`src/rtl/seg_scan_disp_if.sv`:
```
// Bus bundle for seg_scan_disp: capture inputs, live display controls and scanned outputs.
// master = display owner (CPU side), slave = the scanner itself.
interface seg_scan_disp_if #(
  parameter int unsigned DIGITS = 4,
  parameter int unsigned DATA_W = 32
) ();
  localparam int unsigned SEL_W = $clog2(DIGITS);

  logic [DATA_W-1:0] data;
  logic              load;
  logic              mode;
  logic              blank_lz;
  logic [DIGITS-1:0] dp;
  logic [7:0]        seg;
  logic [SEL_W-1:0]  del;
  logic              busy;
  logic              ovf;

  modport master (
    output data, load, mode, blank_lz, dp,
    input  seg, del, busy, ovf
  );

  modport slave (
    input  data, load, mode, blank_lz, dp,
    output seg, del, busy, ovf
  );
endinterface

```
`src/rtl/seg_scan_disp.sv`:
```
// Multi-digit seven-segment scanner with hex capture and optional sequential decimal conversion.
// Define SEG_DEC_MODE_EN to build in the double-dabble converter; otherwise every capture is hex.
module seg_scan_disp #(
  parameter int unsigned DIGITS      = 4,
  parameter int unsigned DATA_W      = 32,
  parameter int unsigned REFRESH_DIV = 50000
) (
  input  logic           clk_i,
  input  logic           rst_ni,
  seg_scan_disp_if.slave bus
);
  localparam int unsigned SEL_W = $clog2(DIGITS);
  localparam int unsigned PRE_W = $clog2(REFRESH_DIV);
  localparam int unsigned BUF_W = 4 * DIGITS;

  function automatic logic [6:0] seg_map(input logic [3:0] code);
    logic [6:0] pat;
    case (code)
      4'h0:    pat = 7'h3F;
      4'h1:    pat = 7'h06;
      4'h2:    pat = 7'h5B;
      4'h3:    pat = 7'h4F;
      4'h4:    pat = 7'h66;
      4'h5:    pat = 7'h6D;
      4'h6:    pat = 7'h7D;
      4'h7:    pat = 7'h07;
      4'h8:    pat = 7'h7F;
      4'h9:    pat = 7'h6F;
      4'hA:    pat = 7'h77;
      4'hB:    pat = 7'h7C;
      4'hC:    pat = 7'h39;
      4'hD:    pat = 7'h5E;
      4'hE:    pat = 7'h7B;
      default: pat = 7'h71;
    endcase
    return pat;
  endfunction

  logic [BUF_W-1:0] buf_q, buf_d;
  logic             ovf_q, ovf_d;
  logic             busy;
  logic [BUF_W-1:0] hex_buf;
  logic             hex_ovf;

  // Shifting past the width yields zero, so narrow inputs never flag overflow.
  assign hex_buf = BUF_W'(bus.data);
  assign hex_ovf = (bus.data >> BUF_W) != '0;

`ifdef SEG_DEC_MODE_EN
  localparam int unsigned BCD_N = DATA_W / 3 + 1;
  localparam int unsigned BCD_W = 4 * BCD_N;
  localparam int unsigned CNT_W = $clog2(DATA_W + 1);

  localparam logic [1:0] StIdle = 2'd0;
  localparam logic [1:0] StConv = 2'd1;
  localparam logic [1:0] StDone = 2'd2;

  logic [1:0]       state_q, state_d;
  logic [DATA_W-1:0] shift_q, shift_d;
  logic [BCD_W-1:0] bcd_q, bcd_d, bcd_adj;
  logic [CNT_W-1:0] cnt_q, cnt_d;
  logic [BUF_W-1:0] dec_buf;
  logic             dec_ovf;

  assign dec_buf = BUF_W'(bcd_q);
  assign dec_ovf = (bcd_q >> BUF_W) != '0;
  assign busy    = (state_q != StIdle);

  // Add-3 correction on every BCD digit before each shift.
  always_comb begin
    bcd_adj = bcd_q;
    for (int k = 0; k < int'(BCD_N); k++) begin
      if (bcd_q[4*k +: 4] >= 4'd5) begin
        bcd_adj[4*k +: 4] = bcd_q[4*k +: 4] + 4'd3;
      end
    end
  end

  always_comb begin
    state_d = state_q;
    shift_d = shift_q;
    bcd_d   = bcd_q;
    cnt_d   = cnt_q;
    buf_d   = buf_q;
    ovf_d   = ovf_q;
    case (state_q)
      StIdle: begin
        if (bus.load) begin
          if (bus.mode) begin
            state_d = StConv;
            shift_d = bus.data;
            bcd_d   = '0;
            cnt_d   = '0;
          end else begin
            buf_d = hex_buf;
            ovf_d = hex_ovf;
          end
        end
      end
      StConv: begin
        bcd_d   = BCD_W'({bcd_adj, shift_q[DATA_W-1]});
        shift_d = shift_q << 1;
        cnt_d   = cnt_q + 1'b1;
        if (cnt_q == CNT_W'(DATA_W - 1)) begin
          state_d = StDone;
        end
      end
      StDone: begin
        buf_d   = dec_buf;
        ovf_d   = dec_ovf;
        state_d = StIdle;
      end
      default: state_d = StIdle;
    endcase
  end

  always_ff @(posedge clk_i or negedge rst_ni) begin
    if (!rst_ni) begin
      state_q <= StIdle;
      shift_q <= '0;
      bcd_q   <= '0;
      cnt_q   <= '0;
    end else begin
      state_q <= state_d;
      shift_q <= shift_d;
      bcd_q   <= bcd_d;
      cnt_q   <= cnt_d;
    end
  end
`else
  logic unused_mode;
  assign unused_mode = bus.mode;
  assign busy        = 1'b0;

  always_comb begin
    buf_d = buf_q;
    ovf_d = ovf_q;
    if (bus.load) begin
      buf_d = hex_buf;
      ovf_d = hex_ovf;
    end
  end
`endif

  always_ff @(posedge clk_i or negedge rst_ni) begin
    if (!rst_ni) begin
      buf_q <= '0;
      ovf_q <= 1'b0;
    end else begin
      buf_q <= buf_d;
      ovf_q <= ovf_d;
    end
  end

  logic [PRE_W-1:0] presc_q;
  logic [SEL_W-1:0] del_q, del_nxt;
  logic [7:0]       seg_q, seg_d;
  logic             tick;
  logic             all_zero;
  logic             blank;
  int               idx;

  assign tick    = (presc_q == PRE_W'(REFRESH_DIV - 1));
  assign del_nxt = (del_q == SEL_W'(DIGITS - 1)) ? '0 : del_q + 1'b1;

  // Pattern is built for the digit about to be selected so seg and del switch together.
  always_comb begin
    idx      = int'(del_nxt);
    all_zero = 1'b1;
    for (int j = 0; j < int'(DIGITS); j++) begin
      if (j >= idx && buf_q[4*j +: 4] != 4'h0) begin
        all_zero = 1'b0;
      end
    end
    blank = bus.blank_lz && (idx != 0) && all_zero;
    seg_d = {bus.dp[idx], blank ? 7'h00 : seg_map(buf_q[4*idx +: 4])};
  end

  always_ff @(posedge clk_i or negedge rst_ni) begin
    if (!rst_ni) begin
      presc_q <= '0;
      del_q   <= '0;
      seg_q   <= 8'h00;
    end else if (tick) begin
      presc_q <= '0;
      del_q   <= del_nxt;
      seg_q   <= seg_d;
    end else begin
      presc_q <= presc_q + 1'b1;
    end
  end

  assign bus.seg  = seg_q;
  assign bus.del  = del_q;
  assign bus.busy = busy;
  assign bus.ovf  = ovf_q;
endmodule

```
`src/flat_wrapper.sv`:
```
// flat-port wrapper written by rule: the top's interface ports become plain ports
module seg_scan_disp_flat 
#(
  parameter int unsigned DIGITS      = 4,
  parameter int unsigned DATA_W      = 32,
  parameter int unsigned REFRESH_DIV = 50000
)
  (clk_i, rst_ni, bus_data, bus_load, bus_mode, bus_blank_lz, bus_dp, bus_seg, bus_del, bus_busy, bus_ovf);
  seg_scan_disp_if #(.DIGITS(DIGITS), .DATA_W(DATA_W)) bus_i ();
  input  logic clk_i;
  input  logic rst_ni;
  input wire logic [$bits(bus_i.data)-1:0] bus_data;
  input wire logic [$bits(bus_i.load)-1:0] bus_load;
  input wire logic [$bits(bus_i.mode)-1:0] bus_mode;
  input wire logic [$bits(bus_i.blank_lz)-1:0] bus_blank_lz;
  input wire logic [$bits(bus_i.dp)-1:0] bus_dp;
  output wire logic [$bits(bus_i.seg)-1:0] bus_seg;
  output wire logic [$bits(bus_i.del)-1:0] bus_del;
  output wire logic [$bits(bus_i.busy)-1:0] bus_busy;
  output wire logic [$bits(bus_i.ovf)-1:0] bus_ovf;
  assign bus_i.data = bus_data;
  assign bus_i.load = bus_load;
  assign bus_i.mode = bus_mode;
  assign bus_i.blank_lz = bus_blank_lz;
  assign bus_i.dp = bus_dp;
  assign bus_seg = bus_i.seg;
  assign bus_del = bus_i.del;
  assign bus_busy = bus_i.busy;
  assign bus_ovf = bus_i.ovf;
  seg_scan_disp #(.DIGITS(DIGITS), .DATA_W(DATA_W), .REFRESH_DIV(REFRESH_DIV)) u_core (.clk_i(clk_i), .rst_ni(rst_ni), .bus(bus_i));
endmodule
```
`config.mk`:
```
export PLATFORM = sky130hd
export DESIGN_NAME = seg_scan_disp_flat
export DESIGN_NICKNAME = d
export VERILOG_FILES = /design/src/rtl/seg_scan_disp_if.sv /design/src/rtl/seg_scan_disp.sv /design/src/flat_wrapper.sv
export SDC_FILE = /design/constraint.sdc
export NUM_CORES = 1
export LEC_CHECK = 0
export ABC_AREA = 0
export CAP_MARGIN = 10
export CORE_UTILIZATION = 45
export DETAILED_ROUTE_END_ITERATION = 10
export DONT_BUFFER_PORTS = 1
export RECOVER_POWER = 50
export SKIP_LAST_GASP = 1
export SYNTH_ARGS = -nofsm -noshare
export SYNTH_HDL_FRONTEND = slang
export SYNTH_SLANG_ARGS = --single-unit
```
`constraint.sdc`:
```
create_clock -name clk_i -period 3.3 [get_ports clk_i]
set_input_delay 0.33 -clock clk_i [delete_from_list [all_inputs] [get_ports clk_i]]
set_output_delay 0.33 -clock clk_i [all_outputs]
set_load 0.005 [all_outputs]
```
==> results.yml <==
run_status:
  run_status: "completed"
placed_design:
  gp_congestion: 0.837
  dp_hpwl_um: 3580
  placedCellCount: 290
  portBuffers: 0
worst_setup_path:
  worstSetupPathType: "flop to flop"
  start_kind: "flop"
  ff2ff_setup_slack_ns: 0.78
  reg2reg_to: "u_core.bus.seg[4]"
  cp_data_arrival_time_ns: 2.70
  cp-end-kind: "flop"
  crit_fanout: 9
  timing.rr.start: "u_core.bus.del[0]"
  cp.required_ns: 3.48
  r2r_cells: 8
grt:
  overflow: 0
  grtUsageTotal: 0.185
  grt_pass1_wl_um: 7700
  antenna_found_initial: 0
  grt_pass1_vias: 1575
  grt_max_degree: 44
layout:
  nNetsFinal: 279
  syn_to_final_growth_pct: 7.82
  fillers: 508
  layout-drive-gt1-share: 0.170
  layout.cells.most_common_list: "43 x dfrtp_1, 19 x nand2_1, 16 x nor2_1, 16 x mux2_2, 12 x mux2i_1"
  stdcell_count: 300
  antenna_cells: 0
  final_common_cell: "dfrtp_1"
logic_synthesis:
  synth_fa_ha_area_frac: 0.0463
  syn_area_per_cell_um2: 10.7
  synthArstFlopShare: 1.00
  synth-seq-cells: 43
  syn-num-nets: 278
  synthSimpleGateAreaFrac: 0.179
  netlist-cell-type-count: 49
  yosys_warnings: 0
  synth_xor_area_frac: 0.0468
  syn_area_um2: 2430
  synth_compound_area_frac: 0.0674
  synth.yosys.seq_area_share: 0.443
  synth-main-ff-cell: "dfrtp_1"
  muxShareOfSynthArea: 0.178
  synthCells: 228
  synth_top_family_by_area: "simple AND/OR/NAND/NOR gates"
  synth_edf_count: 0
clock_network:
  clk_pin_slew_ns: 0.09
  insertion_delay_ns: 0.30
  cts_made_buffers: 5
  cts_resized: 0
  cts_buffer_depth: 2
  cts_tree: "yes"
  cts_sinks: 43
  post-cts-setup-buffers: 0
  root_buffer: "clkbuf_8"
  cts_hold_buffers: 2
  h-tree-depth: 2
power:
  total_power_w: 0.00110
  p_per_area_nw_per_um2: 419
  ir_worst_vdd_mv: 0.282
  p_leak_nw: 1.14
sta:
  clock_skew_ns: 0.00824
  fin_crit_sh: 0.763
  fmax_ghz: 0.397
  finalSetupViolations: 0
  max_slew_margin: 0.564
  fin_crit_ns: 2.52
  rsz0062_at_grt: "no"
  maxSlewViolCount: 0
  hold_viol: 0
  max_slew.worst_pin.slew_ns: 0.654
  timing.hold.ws_ns: 0.164
  setup-tns-final_ns: 0
routing:
  first_pass_iters: 4
  drt_iter0_drc: 102
  drc: 0
  vias: 1698
  final_antenna_net_count: 0
  wl_per_cell_um: 16.2
  routed_wirelength_um: 4870
  viasPerCell: 5.66
die:
  io_pins: 53
  dieArea_um2: 5700
  die_w_um: 75.5
  design.core.area_um2: 5140
  rows: 26
  initial_core_util: 0.473
  die_y_um: 75.5
flow_run:
  maxCapViolCount: 0
hold_path:
  hp-class: "primary input to flop"
  whs_path_depth: 2
  hold_start: "bus_data[30]"
  holdPathEnd: "u_core.bus.ovf"
routing by layer:
| metal | vias up | share of wire | global-route usage |
|---|---|---|---|
| met4 | 0 | 0.0082 | 0.0617 |
| met5 | - | 0 | 0 |
| met1 | 820 | 0.47 | 0.253 |
| met2 | 58 | 0.47 | 0.285 |
| li1 | 816 | - | - |
| met3 | 4 | 0.057 | 0.0503 |
flip-flops by register name, indices dropped and copies added, names as in the netlist:
| register | flops |
|---|---|
| u_core.buf_q | 16 |
| u_core.bus.del | 2 |
| u_core.bus.ovf | 1 |
| u_core.bus.seg | 8 |
| u_core.presc_q | 16 |
logic make-up (layout without fill, tap and decap cells):
family	after synthesis	after routing
AOI/OAI and AO/OA	26	26
xor gates and xnor gates	13	13
adders and majority gates	9	9
buffers and inverters	18	20
DFF	43	43
muxes	37	37
other	1	1
and+or+nand+nor	81	81
stage by stage:
stage          utilization  setup slack, ns  area (um^2)
3_5_place_dp         0.481            0.782         2470
6_report             0.510            0.783         2620
3_3_place_gp         0.481            0.814         2470
2_1_floorplan            -            0.907         2430
4_1_cts              0.510            0.758         2620
5_1_grt              0.510            0.519         2620
where the power goes:
part	switching [W]	internal, W
logic	0.0000612	0.0000579
registers	0.0000195	0.000546
clock network	0.000188	0.000225
how the worst max path moves through the flow:
stage	start	end	slack [ns]
finish	u_core.bus.del[0]	u_core.bus.seg[4]	0.78
global route	u_core.bus.del[0]	u_core.bus.seg[2]	0.52
CTS	u_core.bus.del[0]	u_core.bus.seg[4]	0.76
detailed placement	u_core.bus.del[0]	u_core.bus.seg[4]	0.78
global placement	u_core.bus.del[0]	u_core.bus.seg[4]	0.81
floorplan	u_core.bus.del[0]	u_core.bus.seg[1]	0.91
final cells by class:
cell class,instances,area (um^2),share of cell area
clock buffer,5,68.8,0.0263
clock inverter,3,43.8,0.0167
inverter,8,30.0,0.0115
multi-input combinational,167,1260,0.482
sequential,43,1080,0.411
tap,70,87.6,0.0334
timing repair buffer,4,52.6,0.0200
worst max-delay path: stages, from the launching register on:
cell	delay, ns
dfrtp_1	0.46
inv_1	0.07
ha_1	0.47
buf_4	0.25
mux2i_1	0.44
mux2i_1	0.19
a21o_1	0.21
o2111ai_1	0.22
nand2_1	0.09
Yosys cell counts (all sizes together), types with 2 or more instances:
| cell | n | area, um^2 |
|---|---|---|
| a21oi | 3 | 15.0 |
| and3 | 4 | 25.0 |
| buf | 8 | 55.1 |
| clkbuf | 2 | 7.51 |
| dfrtp | 43 | 1080 |
| ha | 9 | 113 |
| inv | 7 | 26.3 |
| mux2 | 21 | 240 |
| mux2i | 14 | 148 |
| mux4 | 2 | 45.0 |
| nand2 | 19 | 71.3 |
| nand3 | 11 | 60.1 |
| nand4 | 5 | 31.3 |
| nor2 | 18 | 72.6 |
| nor3 | 9 | 45.0 |
| nor4 | 5 | 46.3 |
| nor4b | 3 | 26.3 |
| o2111ai | 2 | 17.5 |
| o21ai | 11 | 55.1 |
| o31ai | 2 | 15.0 |
| or2 | 2 | 15.0 |
| or3 | 2 | 17.5 |
| xnor2 | 8 | 70.1 |
| xor2 | 5 | 43.8 |
No activity file was read; power rests on OpenSTA's default activity.
